[src/rtl/otter_hazard_pkg.sv]
// Shared types for the OTTER hazard unit: forwarding select codes and
// stall-controller states.
package otter_hazard_pkg;

    typedef enum logic [1:0] {
        FWD_RF   = 2'd0,
        FWD_MEM  = 2'd1,
        FWD_WB   = 2'd2,
        FWD_RSVD = 2'd3
    } fwd_sel_t;

    typedef enum logic [1:0] {
        RUN      = 2'd0,
        LU_STALL = 2'd1,
        MEM_WAIT = 2'd2
    } hz_state_t;

    localparam int unsigned SEL_W = 2;

endpackage

[src/rtl/otter_fwd_sel.sv]
// Forwarding select for one ALU source operand. EX/MEM beats MEM/WB, and
// writes to x0 are never forwarded.
module otter_fwd_sel
    import otter_hazard_pkg::*;
#(
    parameter int unsigned ADDR_W = 5
) (
    input  logic [ADDR_W-1:0] rs_i,
    input  logic              rs_used_i,
    input  logic [ADDR_W-1:0] ex_mem_rd_i,
    input  logic              ex_mem_regwrite_i,
    input  logic [ADDR_W-1:0] mem_wb_rd_i,
    input  logic              mem_wb_regwrite_i,
    output logic [SEL_W-1:0]  sel_o
);

    logic hit_mem;
    logic hit_wb;

    assign hit_mem = rs_used_i && ex_mem_regwrite_i && (ex_mem_rd_i != '0)
                     && (ex_mem_rd_i == rs_i);
    assign hit_wb  = rs_used_i && mem_wb_regwrite_i && (mem_wb_rd_i != '0)
                     && (mem_wb_rd_i == rs_i);

    always_comb begin
        sel_o = FWD_RF;
        if (hit_mem) begin
            sel_o = FWD_MEM;
        end else if (hit_wb) begin
            sel_o = FWD_WB;
        end
    end

endmodule

[src/rtl/otter_hazard_unit.sv]
// OTTER hazard controller: operand forwarding selects, load-use and memory-wait
// stall sequencing, saturating stall counters and a sticky memory watchdog.
module otter_hazard_unit
    import otter_hazard_pkg::*;
#(
    parameter int unsigned NUM_SRC = 2,
    parameter int unsigned ADDR_W  = 5,
    parameter int unsigned CNT_W   = 16,
    parameter int unsigned TIMEOUT = 64
) (
    input  logic                      CLK,
    input  logic                      RST_N,
    input  logic [NUM_SRC*ADDR_W-1:0] RS,
    input  logic [NUM_SRC-1:0]        RS_USED,
    input  logic [NUM_SRC*ADDR_W-1:0] IF_ID_RS,
    input  logic [NUM_SRC-1:0]        IF_ID_RS_USED,
    input  logic [ADDR_W-1:0]         ID_EX_RD,
    input  logic                      ID_EX_MEMREAD,
    input  logic [ADDR_W-1:0]         EX_MEM_RD,
    input  logic                      EX_MEM_REGWRITE,
    input  logic                      EX_MEM_MEMREAD,
    input  logic [ADDR_W-1:0]         MEM_WB_RD,
    input  logic                      MEM_WB_REGWRITE,
    input  logic                      DMEM_RSP_VALID,
    input  logic                      FLUSH,
    input  logic                      ERR_CLR,
    input  logic                      CNT_CLR,
    output logic [NUM_SRC*SEL_W-1:0]  SEL,
    output logic                      STALL_FE,
    output logic                      BUBBLE_EX,
    output logic                      STALL_BE,
    output logic                      BUBBLE_WB,
    output logic [CNT_W-1:0]          CNT_LU,
    output logic [CNT_W-1:0]          CNT_MEM,
    output logic                      ERR_TIMEOUT
);

    // Wide enough to hold TIMEOUT so a long wait parks instead of wrapping.
    localparam int unsigned WAIT_W = $clog2(TIMEOUT + 1);
    localparam logic [WAIT_W-1:0] WAIT_LAST = WAIT_W'(TIMEOUT - 1);
    localparam logic [WAIT_W-1:0] WAIT_MAX  = WAIT_W'(TIMEOUT);

    hz_state_t             state_q, state_d;
    logic [WAIT_W-1:0]     wait_cnt_q, wait_cnt_d;
    logic [CNT_W-1:0]      cnt_lu_q, cnt_lu_d;
    logic [CNT_W-1:0]      cnt_mem_q, cnt_mem_d;
    logic                  err_q, err_d;

    logic [NUM_SRC*SEL_W-1:0] sel_raw;
    logic                     mem_wait;
    logic                     lu_match;
    logic                     lu;
    logic                     lu_stall;
    logic                     stall_fe;
    logic                     bubble_ex;
    logic                     stall_be;
    logic                     bubble_wb;

    for (genvar n = 0; n < NUM_SRC; n++) begin : g_fwd
        otter_fwd_sel #(
            .ADDR_W(ADDR_W)
        ) u_fwd_sel (
            .rs_i             (RS[n*ADDR_W +: ADDR_W]),
            .rs_used_i        (RS_USED[n]),
            .ex_mem_rd_i      (EX_MEM_RD),
            .ex_mem_regwrite_i(EX_MEM_REGWRITE),
            .mem_wb_rd_i      (MEM_WB_RD),
            .mem_wb_regwrite_i(MEM_WB_REGWRITE),
            .sel_o            (sel_raw[n*SEL_W +: SEL_W])
        );
    end

    assign mem_wait = EX_MEM_MEMREAD && !DMEM_RSP_VALID;

    always_comb begin
        lu_match = 1'b0;
        for (int n = 0; n < NUM_SRC; n++) begin
            if (IF_ID_RS_USED[n] && (IF_ID_RS[n*ADDR_W +: ADDR_W] == ID_EX_RD)) begin
                lu_match = 1'b1;
            end
        end
    end

    assign lu = ID_EX_MEMREAD && (ID_EX_RD != '0) && lu_match;

    // Memory wait dominates everything, including FLUSH.
    always_comb begin
        stall_fe  = 1'b0;
        bubble_ex = 1'b0;
        stall_be  = 1'b0;
        bubble_wb = 1'b0;
        lu_stall  = 1'b0;
        if (mem_wait) begin
            stall_fe  = 1'b1;
            stall_be  = 1'b1;
            bubble_wb = 1'b1;
        end else if (lu && !FLUSH && (state_q != LU_STALL)) begin
            stall_fe  = 1'b1;
            bubble_ex = 1'b1;
            lu_stall  = 1'b1;
        end
    end

    always_comb begin
        state_d = state_q;
        case (state_q)
            RUN: begin
                if (mem_wait) begin
                    state_d = MEM_WAIT;
                end else if (lu_stall) begin
                    state_d = LU_STALL;
                end
            end
            LU_STALL: begin
                state_d = mem_wait ? MEM_WAIT : RUN;
            end
            MEM_WAIT: begin
                if (DMEM_RSP_VALID) begin
                    state_d = RUN;
                end
            end
            default: state_d = RUN;
        endcase
    end

    always_comb begin
        cnt_lu_d = cnt_lu_q;
        if (CNT_CLR) begin
            cnt_lu_d = '0;
        end else if (bubble_ex && (cnt_lu_q != '1)) begin
            cnt_lu_d = cnt_lu_q + 1'b1;
        end

        cnt_mem_d = cnt_mem_q;
        if (CNT_CLR) begin
            cnt_mem_d = '0;
        end else if (stall_be && (cnt_mem_q != '1)) begin
            cnt_mem_d = cnt_mem_q + 1'b1;
        end
    end

    always_comb begin
        wait_cnt_d = '0;
        if (mem_wait) begin
            wait_cnt_d = (wait_cnt_q == WAIT_MAX) ? wait_cnt_q : wait_cnt_q + 1'b1;
        end

        // A set on the same edge as a clear must not be lost.
        err_d = err_q;
        if (ERR_CLR) begin
            err_d = 1'b0;
        end
        if (mem_wait && (wait_cnt_q == WAIT_LAST)) begin
            err_d = 1'b1;
        end
    end

    always_ff @(posedge CLK or negedge RST_N) begin
        if (!RST_N) begin
            state_q    <= RUN;
            wait_cnt_q <= '0;
            cnt_lu_q   <= '0;
            cnt_mem_q  <= '0;
            err_q      <= 1'b0;
        end else begin
            state_q    <= state_d;
            wait_cnt_q <= wait_cnt_d;
            cnt_lu_q   <= cnt_lu_d;
            cnt_mem_q  <= cnt_mem_d;
            err_q      <= err_d;
        end
    end

    assign SEL         = RST_N ? sel_raw : '0;
    assign STALL_FE    = RST_N && stall_fe;
    assign BUBBLE_EX   = RST_N && bubble_ex;
    assign STALL_BE    = RST_N && stall_be;
    assign BUBBLE_WB   = RST_N && bubble_wb;
    assign CNT_LU      = cnt_lu_q;
    assign CNT_MEM     = cnt_mem_q;
    assign ERR_TIMEOUT = err_q;

endmodule

[config.mk]
export PLATFORM = sky130hd
export DESIGN_NAME = otter_hazard_unit
export DESIGN_NICKNAME = d
export VERILOG_FILES = /design/src/rtl/otter_hazard_pkg.sv /design/src/rtl/otter_fwd_sel.sv /design/src/rtl/otter_hazard_unit.sv
export SDC_FILE = /design/constraint.sdc
export NUM_CORES = 1
export LEC_CHECK = 0
export BUFFER_PORTS_ARGS = -buffer_cell sky130_fd_sc_hd__buf_4
export CORE_MARGIN = 4
export CORE_UTILIZATION = 25
export CTS_CLUSTER_SIZE = 28
export DETAILED_ROUTE_END_ITERATION = 6
export PLACE_DENSITY = 0.46
export SKIP_LAST_GASP = 1
export SLEW_MARGIN = 15
export SYNTH_ARGS = -nofsm -noshare
export SYNTH_HDL_FRONTEND = slang
export SYNTH_SLANG_ARGS = --single-unit
[constraint.sdc]
create_clock -name CLK -period 3.98 [get_ports CLK]
set_input_delay 0.995 -clock CLK [delete_from_list [all_inputs] [get_ports CLK]]
set_output_delay 0.995 -clock CLK [all_outputs]
set_load 0.02 [all_outputs]
# Yosys cells after proc, flatten, opt, wreduce, memory -nomap -nowiden
# Index checks and enable logic that the tools add are counted.
dict set report op_classes {
  mux 24
  n_reduce_logical 35
  addsub 3
  n_eq_ne 16
}
# operator n
set op_table {}
lappend op_table {{2-to-1 mux 16 bit} 4}
lappend op_table {{adder 16 x 1 -> 16 bit (second input constant)} 2}
lappend op_table {{inequality test 16 bit (second input constant)} 2}
lappend op_table {{== test 5 bit} 6}
lappend op_table {{logical AND 1 bit} 25}
lappend op_table {{2-to-1 mux 2 bit} 8}
lappend op_table {{nonzero test 5 bit} 3}
lappend op_table {{2-to-1 mux 7 bit} 2}
lappend op_table {{2-to-1 mux 1 bit} 8}
lappend op_table {{adder 7 x 1 -> 7 bit (second input constant)} 1}
lappend op_table {{== test 7 x 6 -> 1 bit (second input constant)} 1}
lappend op_table {{== test 7 bit (second input constant)} 1}
lappend op_table {{case mux 2 bit (3 select lines)} 1}
lappend op_table {{nonzero test 2 bit} 3}
lappend op_table {{2-to-1 mux 4 bit} 1}
lappend op_table {{inequality test 2 bit (second input constant)} 2}
lappend op_table {{inequality test 3 bit (second input constant)} 1}
lappend op_table {{== test 2 x 1 -> 1 bit (second input constant)} 1}
lappend op_table {{== test 2 bit (second input constant)} 1}
lappend op_table {{zero test 1 bit} 2}
lappend op_table {{zero test 2 bit} 1}
lappend op_table {{inequality test 2 x 1 -> 1 bit (second input constant)} 1}
lappend op_table {{AND reduction 2 bit} 1}
dict set report word_totals {
  input_bits 49
  regBits 42
  elab_cells 83
  out_inout_bits 41
}

# Longest topological paths before layout
dict set report logic_depth {
  word_depth 12
  mapped_depth 9
  ltp_nobuf 7
}

# Cells and area by module
# A second synthesis with hierarchy kept.
dict set report hier_totals {
  cells_unflattened 312
  area_unflattened_um2 2817.7
}
# module seq_area_each_um2 area_each_um2 cells_per_inst n_inst
set by_module_without_submodules {}
lappend by_module_without_submodules {otter_hazard_unit 1051.0 2487.4 272 1}
lappend by_module_without_submodules {otter_fwd_sel 0.0 165.2 20 2}

# Least setup slack after synthesis
# No wires, ideal clock.
dict set report synth_timing {
  path_type {input -> output}
  from {in EX_MEM_RD[1]}
  to {out SEL[1]}
  cell_stages 4
  t_arrival_ps 2395
  setup_slack_ps 590
  t_required_ps 2985
  path_buffers 0
  cell_sequence {or4_1 > o21ai_0 > nor2_1 > nor3_1}
}
dict set report synth_between {
  elab_chain_cells 5
  word_cells_on_any_way 6
}
# item line_no
set synth_lines {}
lappend synth_lines {{from (decl)} otter_hazard_unit.sv:19} ;# input logic [ADDR_W-1:0] EX_MEM_RD,
lappend synth_lines {{nonzero test 5 bit} otter_fwd_sel.sv:20} ;# assign hit_mem = rs_used_i && ex_mem_regwrite_i && (ex_mem_rd_i != '0)
lappend synth_lines {{logical AND 1 bit} otter_fwd_sel.sv:20}
lappend synth_lines {{logical AND 1 bit *} otter_fwd_sel.sv:21} ;# && (ex_mem_rd_i == rs_i);
lappend synth_lines {{2-to-1 mux 2 bit *} otter_fwd_sel.sv:27} ;# if (hit_mem) begin
lappend synth_lines {{2-to-1 mux 4 bit *} otter_hazard_unit.sv:174} ;# assign SEL = RST_N ? sel_raw : '0;
lappend synth_lines {{to (decl)} otter_hazard_unit.sv:28} ;# output logic [NUM_SRC*SEL_W-1:0] SEL,
# Every way passes the cells marked *; elsewhere a longest branch is shown, timed or not.

# Worst setup path in the final report
dict set report layout_timing {
  from {in EX_MEM_RD[1]}
  to {out SEL[3]}
}
# Same word-level chain as after synthesis.

==> impl_metrics.json <==
{
  "status": "completed",
  "p_leak_nw": 1.54,
  "path_max_fanout": 4,
  "clock_sinks": 42,
  "synth_cell_type_count": 39,
  "pin_count": 90,
  "synth_top_area_share_pct": 40.7,
  "synth_ff_type": "dfrtp_1",
  "fin_tns_setup_ps": 0,
  "clockRootBuffer": "clkbuf_8",
  "r2r-end": "CNT_LU[15]",
  "portBuffers": 89,
  "grt_use_total_pct": 12.1,
  "synth_fp_nets": 332,
  "antenna_found_initial": 0,
  "ys_seq_elements": 42,
  "hold_path.class": "reg2reg",
  "p_sw_share_pct": 22.3,
  "power_density_mw_per_mm2": 277,
  "maxSlewHeadroom_pct": 62.9,
  "seqPwrFrac_pct": 44.3,
  "crit_arrival_ps": 2490,
  "insertedDiodeCount": 0,
  "critPathLaunchType": "input port",
  "grt_pass1_wl_mm": 11.6,
  "cts.clk_slew.worst_paths_ps": 80,
  "comb_power_share_pct": 12.7,
  "finalHoldViolCount": 0,
  "dieArea_mm2": 0.0120,
  "ctsHoldBuffers": 0,
  "crit_start": "EX_MEM_RD[1]",
  "grt-ovfl-total": 0,
  "timing.rr.start": "CNT_LU[0]",
  "drtIter0Drc": 54,
  "die_h_um": 110,
  "timing.reg2reg.setup_slack_ps": 1650,
  "htree_levels": 2,
  "die_width_um": 110,
  "initial_core_util_pct": 26.1,
  "irDropWorstVdd_mv": 0.195,
  "total_power_w": 0.000977,
  "syn_area_per_cell_um2": 9.26,
  "rows": 36,
  "wl_per_cell_um": 13.7,
  "finalCritPeriodShare_pct": 87.6,
  "drive_gt1_share_pct": 28.6,
  "ant_nets": 0,
  "crit_end": "SEL[3]",
  "yosys-top-cells-area": "dfrtp_1, xor2_1, xnor2_1",
  "setup_viol": 0,
  "viasPerCell": 4.62,
  "intPower_w": 0.000759,
  "max_freq_mhz": 287,
  "clk_latency_ps": 290,
  "crit_type": "in2out",
  "yosys_warnings": 0,
  "hpwlAfterDp_mm": 5.33,
  "synthArstFlopShare_pct": 100,
  "period_minus_slack_ps": 3490,
  "power_frac_clock_pct": 43.0,
  "synthTopCellsByCount": "dfrtp_1, nor2_1, xor2_1, xnor2_1, nand3_1",
  "synthesis.area_mm2": 0.00258,
  "yosysTopAreaCell": "dfrtp_1",
  "cts_resized": 0,
  "core-area_mm2": 0.00991,
  "worst_clock_skew_ps": 6.90,
  "post-route-drc-count": 0,
  "syn_to_final_growth_pct": 36.7,
  "p_sw_w": 0.000218,
  "syn_inst": 279,
  "max-cap-violations": 0,
  "cts_max_path_buffers": 2,
  "final_max_slew_viol_count": 0,
  "vias": 2329,
  "synth_seq_area_share_pct": 40.7,
  "grt_pass1_vias": 2328,
  "tightest_slew_ps": 556,
  "post_cts_buffers": 0,
  "reg2reg_depth": 7,
  "cts_tree": "yes",
  "grt_max_degree": 43,
  "cts_buffers": 5,
  "gp_congestion": 0.758,
  "endpoint_kind": "output port",
  "num-nets-final": 423,
  "required_ps": 2980,
  "yosysMostFrequentCell": "dfrtp_1",
  "wirelength_mm": 6.92,
  "min_path_cells": 1,
  "synth_edf_count": 0,
  "rsz0062_at_grt": "false",
  "dr.pass1.iters": 4
}
stage by stage:
| stage | utilization [%] | instances | worst slack (ps) | area, µm² | hold WS [ps] |
|---|---|---|---|---|---|
| detailed placement | 34.2 | 496 | 497 | 3390 | 421 |
| floorplan | - | 279 | 590 | 2580 | 407 |
| CTS | 35.6 | 504 | 486 | 3530 | 433 |
| global route | 35.6 | 504 | 377 | 3530 | 463 |
| global placement | 34.2 | 496 | 485 | 3390 | 420 |
| finish | 35.6 | 504 | 492 | 3530 | 427 |
registers in the layout (all words and copies together), names as in the netlist:
name / count
state_q: 2
CNT_LU: 16
wait_cnt_q: 7
CNT_MEM: 16
ERR_TIMEOUT: 1
final cells by class:
type / count / area (µm²)
clock buffer: 6 / 82.6
tap: 133 / 166
inverter: 6 / 22.5
multi-input combinational: 224 / 1460
clock inverter: 2 / 60.1
sequential: 42 / 1050
fill: 1071 / 6380
timing repair buffer: 91 / 683
cell usage in the layout (no fill, tap or decap), types with 3 or more instances in the layout:
cell type,count
xor2_1,28
clkbuf_8,6
nor4_1,4
or3_1,15
inv_1,6
a21oi_1,16
and3_1,9
dfrtp_1,42
nand3_1,20
nor3_1,9
xnor2_1,24
o21ai_0,6
o21ai_1,8
nor2_1,31
ha_1,4
nand2b_1,3
buf_4,91
nand4_1,10
nand2_1,12
routing by layer:
layer,vias up,wire length [µm],global-route usage (%)
met3,7,312,2.70
li1,1171,-,-
met2,43,3250,19.3
met5,-,0,0
met4,0,63,3.21
met1,1108,3290,16.5
worst min-delay path by stage:
stage	from	endpoint	slack [ps]
after floorplan	state_q[0]	state_q[0]	410
after global placement	state_q[0]	state_q[0]	420
after detailed placement	state_q[0]	state_q[0]	420
after CTS	state_q[0]	state_q[0]	430
after global routing	state_q[0]	state_q[0]	460
final	state_q[0]	state_q[0]	430
power by group through the flow:
stage          combinational, W  sequential (W)  clock, W
5_1_grt                0.000137        0.000434  0.000452
4_1_cts                0.000127        0.000433  0.000435
3_5_place_dp           0.000126        0.000441         0
3_3_place_gp           0.000126        0.000442         0
2_1_floorplan         0.0000518        0.000443         0
6_report               0.000124        0.000433  0.000421
critical path, cell delays in order:
cell     delay, ps
buf_4          120
or4_1          500
o21ai_0        370
nor2_1         100
nor3_1         230
buf_4          180
cells by family (layout without fill, tap and decap cells):
logic type	Yosys count	in the layout	share of synthesized area, %
adder cells (fa/ha/maj)	4	4	1.94
AND/OR/NAND/NOR	127	127	26.7
XOR/XNOR	52	52	17.6
buffers and inverters	13	105	2.62
AO/OA/AOI/OAI	39	39	9.59
flip-flops	42	42	40.7
multiplexers	2	2	0.775
Note: power is estimated with default switching activity, not from simulation.
